$ cat src/rtl/hazard_ctrl_unit.sv
// Hazard detection, bubble insertion, branch-mispredict flush and EX forwarding
// for a 5-stage MIPS-style pipeline; owns the ID/EX, EX/MEM and MEM/WB control pipe.
module hazard_ctrl_unit #(
    parameter int CNT_W = 16,
    parameter int RF_AW = 5
) (
    input  logic             clk_i,
    input  logic             rst_n_i,
    input  logic [7:0]       id_ctrl_i,
    input  logic             id_is_branch_i,
    input  logic [RF_AW-1:0] id_rs_i,
    input  logic [RF_AW-1:0] id_rt_i,
    input  logic [RF_AW-1:0] id_rd_i,
    input  logic             id_uses_rt_i,
    input  logic             predic_incorrect_i,
    input  logic             hold_i,
    output logic             pc_write_o,
    output logic             ifid_write_o,
    output logic             ifid_flush_o,
    output logic [7:0]       ex_ctrl_o,
    output logic [RF_AW-1:0] ex_dest_o,
    output logic [1:0]       fwd_a_o,
    output logic [1:0]       fwd_b_o,
    output logic [3:0]       mem_ctrl_o,
    output logic [RF_AW-1:0] mem_dest_o,
    output logic             wb_regwrite_o,
    output logic             wb_memtoreg_o,
    output logic [RF_AW-1:0] wb_dest_o,
    output logic [CNT_W-1:0] stall_cnt_o,
    output logic [CNT_W-1:0] flush_cnt_o
);

    localparam int REGWRITE = 7;
    localparam int MEMREAD  = 4;
    localparam int REGDST   = 0;

    localparam logic [1:0] FWD_RF  = 2'b00;
    localparam logic [1:0] FWD_MEM = 2'b10;
    localparam logic [1:0] FWD_WB  = 2'b01;

    logic [7:0]       ex_ctrl_q, ex_ctrl_d;
    logic [RF_AW-1:0] ex_dest_q, ex_dest_d;
    logic [RF_AW-1:0] ex_rs_q, ex_rs_d;
    logic [RF_AW-1:0] ex_rt_q, ex_rt_d;
    logic [3:0]       mem_ctrl_q;
    logic [RF_AW-1:0] mem_dest_q;
    logic             wb_regwrite_q;
    logic             wb_memtoreg_q;
    logic [RF_AW-1:0] wb_dest_q;
    logic [CNT_W-1:0] stall_cnt_q, stall_cnt_d;
    logic [CNT_W-1:0] flush_cnt_q, flush_cnt_d;

    logic             ex_dest_nz, mem_dest_nz, wb_dest_nz;
    logic             load_use, br_ex, br_mem, br_hazard, stall;
    logic [RF_AW-1:0] id_dest;

    function automatic logic [CNT_W-1:0] sat_inc(input logic [CNT_W-1:0] v, input logic en);
        if (en && (v != {CNT_W{1'b1}}))
            return v + CNT_W'(1);
        return v;
    endfunction

    // EX/MEM has priority; a load in EX/MEM has no data yet, so it never forwards.
    function automatic logic [1:0] fwd_sel(input logic [RF_AW-1:0] src);
        if (mem_ctrl_q[3] && !mem_ctrl_q[0] && mem_dest_nz && (mem_dest_q == src))
            return FWD_MEM;
        if (wb_regwrite_q && wb_dest_nz && (wb_dest_q == src))
            return FWD_WB;
        return FWD_RF;
    endfunction

    // ---- ID stage: hazard detection against EX and MEM ----
    assign ex_dest_nz  = (ex_dest_q != '0);
    assign mem_dest_nz = (mem_dest_q != '0);
    assign wb_dest_nz  = (wb_dest_q != '0);
    assign id_dest     = id_ctrl_i[REGDST] ? id_rd_i : id_rt_i;

    assign load_use  = ex_ctrl_q[MEMREAD] && ex_dest_nz &&
                       ((ex_dest_q == id_rs_i) || (id_uses_rt_i && (ex_dest_q == id_rt_i)));
    assign br_ex     = ex_ctrl_q[REGWRITE] && ex_dest_nz &&
                       ((ex_dest_q == id_rs_i) || (ex_dest_q == id_rt_i));
    assign br_mem    = mem_ctrl_q[0] && mem_dest_nz &&
                       ((mem_dest_q == id_rs_i) || (mem_dest_q == id_rt_i));
    assign br_hazard = id_is_branch_i && (br_ex || br_mem);
    assign stall     = load_use || br_hazard;

    // Hold overrides everything; a mispredict seen during a stall is re-evaluated next cycle.
    assign pc_write_o   = !hold_i && !stall;
    assign ifid_write_o = !hold_i && !stall;
    assign ifid_flush_o = predic_incorrect_i && !stall && !hold_i;

    always_comb begin
        ex_ctrl_d   = id_ctrl_i;
        ex_dest_d   = id_dest;
        ex_rs_d     = id_rs_i;
        ex_rt_d     = id_rt_i;
        if (stall) begin
            ex_ctrl_d = 8'h00;
            ex_dest_d = '0;
            ex_rs_d   = '0;
            ex_rt_d   = '0;
        end
        stall_cnt_d = sat_inc(stall_cnt_q, stall);
        flush_cnt_d = sat_inc(flush_cnt_q, ifid_flush_o);
    end

    always_ff @(posedge clk_i or negedge rst_n_i) begin
        if (!rst_n_i) begin
            ex_ctrl_q     <= '0;
            ex_dest_q     <= '0;
            ex_rs_q       <= '0;
            ex_rt_q       <= '0;
            mem_ctrl_q    <= '0;
            mem_dest_q    <= '0;
            wb_regwrite_q <= 1'b0;
            wb_memtoreg_q <= 1'b0;
            wb_dest_q     <= '0;
            stall_cnt_q   <= '0;
            flush_cnt_q   <= '0;
        end else if (!hold_i) begin
            // ---- ID -> EX ----
            ex_ctrl_q     <= ex_ctrl_d;
            ex_dest_q     <= ex_dest_d;
            ex_rs_q       <= ex_rs_d;
            ex_rt_q       <= ex_rt_d;
            // ---- EX -> MEM ----
            mem_ctrl_q    <= ex_ctrl_q[7:4];
            mem_dest_q    <= ex_dest_q;
            // ---- MEM -> WB ----
            wb_regwrite_q <= mem_ctrl_q[3];
            wb_memtoreg_q <= mem_ctrl_q[2];
            wb_dest_q     <= mem_dest_q;
            stall_cnt_q   <= stall_cnt_d;
            flush_cnt_q   <= flush_cnt_d;
        end
    end

    // ---- EX stage: operand forwarding ----
    assign fwd_a_o = fwd_sel(ex_rs_q);
    assign fwd_b_o = fwd_sel(ex_rt_q);

    assign ex_ctrl_o     = ex_ctrl_q;
    assign ex_dest_o     = ex_dest_q;
    assign mem_ctrl_o    = mem_ctrl_q;
    assign mem_dest_o    = mem_dest_q;
    assign wb_regwrite_o = wb_regwrite_q;
    assign wb_memtoreg_o = wb_memtoreg_q;
    assign wb_dest_o     = wb_dest_q;
    assign stall_cnt_o   = stall_cnt_q;
    assign flush_cnt_o   = flush_cnt_q;

endmodule
$ cat config.mk
export PLATFORM = sky130hd
export DESIGN_NAME = hazard_ctrl_unit
export DESIGN_NICKNAME = d
export VERILOG_FILES = /design/src/rtl/hazard_ctrl_unit.sv
export SDC_FILE = /design/constraint.sdc
export NUM_CORES = 1
export LEC_CHECK = 0
export CORE_ASPECT_RATIO = 1.25
export CORE_MARGIN = 10
export CORE_UTILIZATION = 44
export DETAILED_ROUTE_END_ITERATION = 8
export HOLD_SLACK_MARGIN = 0.1
export MAX_ROUTING_LAYER = met4
export PLACE_DENSITY = 0.76
export SYNTH_ARGS = -nofsm -noshare
export SYNTH_HDL_FRONTEND = slang
export SYNTH_SLANG_ARGS = --single-unit
$ cat constraint.sdc
create_clock -name clk_i -period 2 [get_ports clk_i]
set_clock_uncertainty 0.05 [all_clocks]
set_input_delay 0.2 -clock clk_i [delete_from_list [all_inputs] [get_ports clk_i]]
set_output_delay 0.2 -clock clk_i [all_outputs]
set_load 0.01 [all_outputs]
Word-level counts from Yosys, hierarchy flattened
Index checks and enable logic that the tools add are counted. Widths: inputs -> output; s select.

Bits of input ports: 29. Output and inout bits: 68. Register bits after elaboration: 71. Word-level logic and storage cells: 80.

Bitwise gates (word level): 1. Equal/unequal tests: 10. Reduce and logical (&&, ||, !) cells: 33. Add/sub/neg operators: 2. Mux-type cells: 23.

Operators by type and width (count): $eq 5x5->1 (8); $add 16x1->16 const B (2); $mux 16 (2); $ne 16x16->1 const B (2); $logic_and 1x1->1 (20); $mux 5 (4); $mux 2 (8); $reduce_bool 5->1 (3); $mux 1 (8); $mux 8 (1); $logic_or 1x1->1 (5); $reduce_and 2->1 (2); $logic_not 1->1 (3); $not 1->1 (1).

Depth between registers and ports, before layout
Word-level depth: 12. Gate-level depth with buffers: 9. Depth with buffers taken out: 7.

Worst setup path after synthesis
Ideal clock, no wire load.

Path type: register to register. From: reg ex_dest_q[4], in the netlist ex_dest_o[4]. To: reg stall_cnt_q[6], in the netlist stall_cnt_o[6]. Arrival: 2031 ps. Required time: 1824 ps. Slack: -207 ps. Clock period less this slack: 2207 ps. Cell stages (with the launch flop): 7. Library setup time: 126 ps. Path through: dfrtp_1 -> xor2_1 -> nor3_2 -> a31oi_1 -> o32a_4 -> or4b_4 -> xnor2_2.

Longest elaborated chain between the ends: 9.

Ends and longest elaborated chain: start: declaration (line 42) `logic [RF_AW-1:0] ex_dest_q, ex_dest_d;`; start signal: assignment (line 123) `ex_dest_q <= ex_dest_d;`; $eq 5x5->1 or $reduce_bool 5->1 (tied branches) (line 79, 81, 73); $logic_or 1x1->1 or $logic_and 1x1->1 (tied branches) (line 81, 80); $logic_and 1x1->1 (line 80) `assign br_ex = ex_ctrl_q[REGWRITE] && ex_dest_nz &&`; $logic_or 1x1->1 (line 84) `assign br_hazard = id_is_branch_i && (br_ex || br_mem);`; $logic_and 1x1->1 (line 84); $logic_or 1x1->1 (*) (line 85) `assign stall = load_use || br_hazard;`; $logic_and 1x1->1 (*) (line 58) `if (en && (v != {CNT_W{1'b1}}))`; $mux 1 (*) (line 58); $reduce_and 2->1 (no source line) (*); end signal: assignment (line 133) `stall_cnt_q <= stall_cnt_d;`; end: declaration (line 50) `logic [CNT_W-1:0] stall_cnt_q, stall_cnt_d;`.

Mark *: on every way between the ends. The rest lies on a longest branch, timed or not. A chain may end at the register's enable or synchronous reset.

Worst setup path in the final report
Ends and elaborated chain as after synthesis.

==> metrics.cfg <==
[outcome]
status = finished, violations left
violations = negative setup slack

[clock_network]
clk-insertion-delay-late_ps = 350
cts_tree = done
clockBufferDepth = 2
cts.clk_slew.worst_paths_ps = 70
clock-root-buffer = clkbuf_8
htreeDepth = 3
cts_buffers = 9
cts_sinks = 71

[timing]
timing.final.hold_violations = 0
worst_pin_slew_ps = 711.3
finalWorstSetupSlack_ps = -335.3
max_freq_mhz = 428.2
maxSlewViolCount = 0
rsz0062_at_grt = yes
setup_violations = 55
fin_crit_sh_pct = 116.8
hold_ws_ps = 179.6
slew_headroom_pct = 52.58
period_minus_slack_ps = 2335

[critical_path]
cp_max_fo = 4
worstPathRequired_ps = 2180
cp-start-kind = flop
cp_data_arrival_time_ps = 2520
path_class = flop to flop
end_kind = flop

[routing]
ant_nets = 0
drcViolationCount = 0
post_drt_wl_per_cell_um = 18.91
first_pass_iters = 4
vias_per_cell = 5.254
drt_wl_total_um = 11900
vias = 3305
drtIter0Drc = 69

[grt]
gr-total-overflow = 0
grt_max_degree = 63
grt_usage_pct = 19.15
grt_pass1_wl_um = 18140
grt_pass1_vias = 3578
antenna_found_initial = 1

[synth]
synthArstFlopShare_pct = 100.0
synth_ff_type = dfrtp_1
synth_fp_nets = 383
syn_area_um2 = 3651
synth_seq_cells = 71
ys_warn_count = 0
synthCells = 352
synth-seq-area-share_pct = 48.66
ys_types = 38
syn-mean-instance-area_um2 = 10.37
synth_edf_count = 0

[die]
die_area_um2 = 12360
rows = 37
die_y_um = 121.8
ioPinCount = 97
start_util_pct = 44.81
die_w_um = 101.5
fp.coreArea_um2 = 8148

[power_and_ir_drop]
ir_worst_vdd_mv = 0.7426
leakage_uw = 0.002831
powerDensity_nw_per_um2 = 780.6

[final_layout]
nFillCells = 505
design_area_um2 = 6290
nets = 557
drive_above_1_share_pct = 41.81
syn2layout_area_growth_pct = 72.28

[job]
max-cap-violations = 0

[placed_design]
io_buffers = 96
placed_area_um2 = 5187
place_congestion = 0.8682
place_hpwl_um = 8185

[hold_path]
hp-class = input pin to flop

==> stage by stage <==
step | worst slack (ps) | utilization (%) | power, uW | setup TNS, ps | cells
2_1_floorplan | -88.07 | - | 2439 | -122.8 | 352
3_3_place_gp | -538.8 | 63.67 | 3246 | -22710 | 588
3_5_place_dp | -592.2 | 63.67 | 3283 | -23860 | 588
4_1_cts | -340.5 | 71.31 | 4746 | -10550 | 616
5_1_grt | -394.4 | 77.20 | 5160 | -13660 | 629
6_report | -335.3 | 77.20 | 4910 | -9018 | 629
==> worst paths after layout <==
| path | start | endpoint | slack [ps] | depth (start not counted) |
|---|---|---|---|---|
| max reg2reg | ex_dest_o[4]$_DFFE_PN0N_ | stall_cnt_o[6]$_DFFE_PN0P_ | -340 | 7 |
| min in group asynchronous | rst_n_i | ex_rs_q[4]$_DFFE_PN0N_ | 320 | 2 |
| max in group asynchronous | rst_n_i | ex_dest_o[1]$_DFFE_PN0N_ | 900 | 3 |
| min | id_rs_i[4] | ex_rs_q[4]$_DFFE_PN0N_ | 180 | 3 |
| min reg2reg | ex_ctrl_o[3]$_DFFE_PN0N_ | ex_ctrl_o[3]$_DFFE_PN0N_ | 440 | 2 |
| max | ex_dest_o[4]$_DFFE_PN0N_ | stall_cnt_o[6]$_DFFE_PN0P_ | -340 | 7 |
==> metal layers <==
| metal | GRT usage [%] | up-vias | wire [um] |
|---|---|---|---|
| met2 | 32.67 | 82 | 6402 |
| met1 | 20.59 | 1633 | 4706 |
| met3 | 4.983 | 14 | 573 |
| met5 | - | - | 0 |
| met4 | 7.679 | 0 | 214 |
| li1 | - | 1576 | - |
==> power by group <==
group / internal [uW] / leakage [uW] / total [uW] / switching, uW
clock network: 770 / 0.000114 / 1300 / 534
registers: 1630 / 0.000903 / 1860 / 231
logic: 980 / 0.00181 / 1750 / 765
==> logic make-up (layout without fill, tap and decap cells) <==
kind of cell,after synthesis,count (layout),synth area share (%)
xor+xnor,69,69,16.76
flops,71,71,48.66
compound gates,33,33,5.963
buf+inv,20,199,2.467
simple gates,133,133,18.23
fa+ha+maj,2,2,0.6853
other cells,0,1,0
mux,24,24,7.231
==> sequential cells by signal, indices dropped and copies added, names as in the netlist, 5 cells and up <==
| name | count |
|---|---|
| ex_rt_q | 5 |
| mem_dest_o | 5 |
| ex_rs_q | 5 |
| wb_dest_o | 5 |
| flush_cnt_o | 16 |
| ex_ctrl_o | 8 |
| ex_dest_o | 5 |
| stall_cnt_o | 16 |
==> worst max-delay path: stages, from the launching register on <==
cell     delay (ps)
dfrtp_2         450
xor2_2          170
nor3_2          220
a31oi_2         140
buf_4           160
o32a_4          390
or4b_4          500
xnor2_2         140
==> Yosys cell counts (9+ instances only) <==
cell type  count  area (um^2)
dfrtp_1       71         1777
nor3_1        10        50.05
and3_1        10        62.56
nand3_1       18        90.09
xor2_1        45        394.1
buf_2          9        45.04
xnor2_1       23        201.4
nand2_1       49        183.9
nand4_1       11        68.82
mux2_2        19        214.0
nor2_1        16        60.06
o21ai_0       19        95.09
==> final cells by class <==
type                       count  area (um^2)  area share (%)
antenna                        1        2.502         0.03979
sequential                    71         1785           28.39
timing repair buffer         182         1758           27.95
tap                           97        121.4           1.930
multi-input combinational    261         2395           38.07
inverter                       1        3.754         0.05968
clock inverter                 3        65.06           1.034
clock buffer                  13        158.9           2.526
==> cell usage in the layout (no fill, tap or decap), drive strengths merged, types with 13 or more instances in the layout <==
| master | synthesis | routed |
|---|---|---|
| buf | 11 | 94 |
| clkbuf | 8 | 13 |
| clkdlybuf4s50 | 0 | 86 |
| dfrtp | 71 | 71 |
| mux2 | 19 | 19 |
| nand2 | 49 | 49 |
| nand3 | 18 | 18 |
| nor2 | 16 | 16 |
| o21ai | 19 | 19 |
| xnor2 | 24 | 24 |
| xor2 | 45 | 45 |
==> repair_timing <==
action	in CTS	in global routing
resized for setup	120	82
pin swaps	29	41
cloned	2	0
buffers inserted	9	17
hold buffers	1	0
hold endpoints to repair	20	0
setup endpoints to repair	50	58
(Power assumes the default switching activity.)
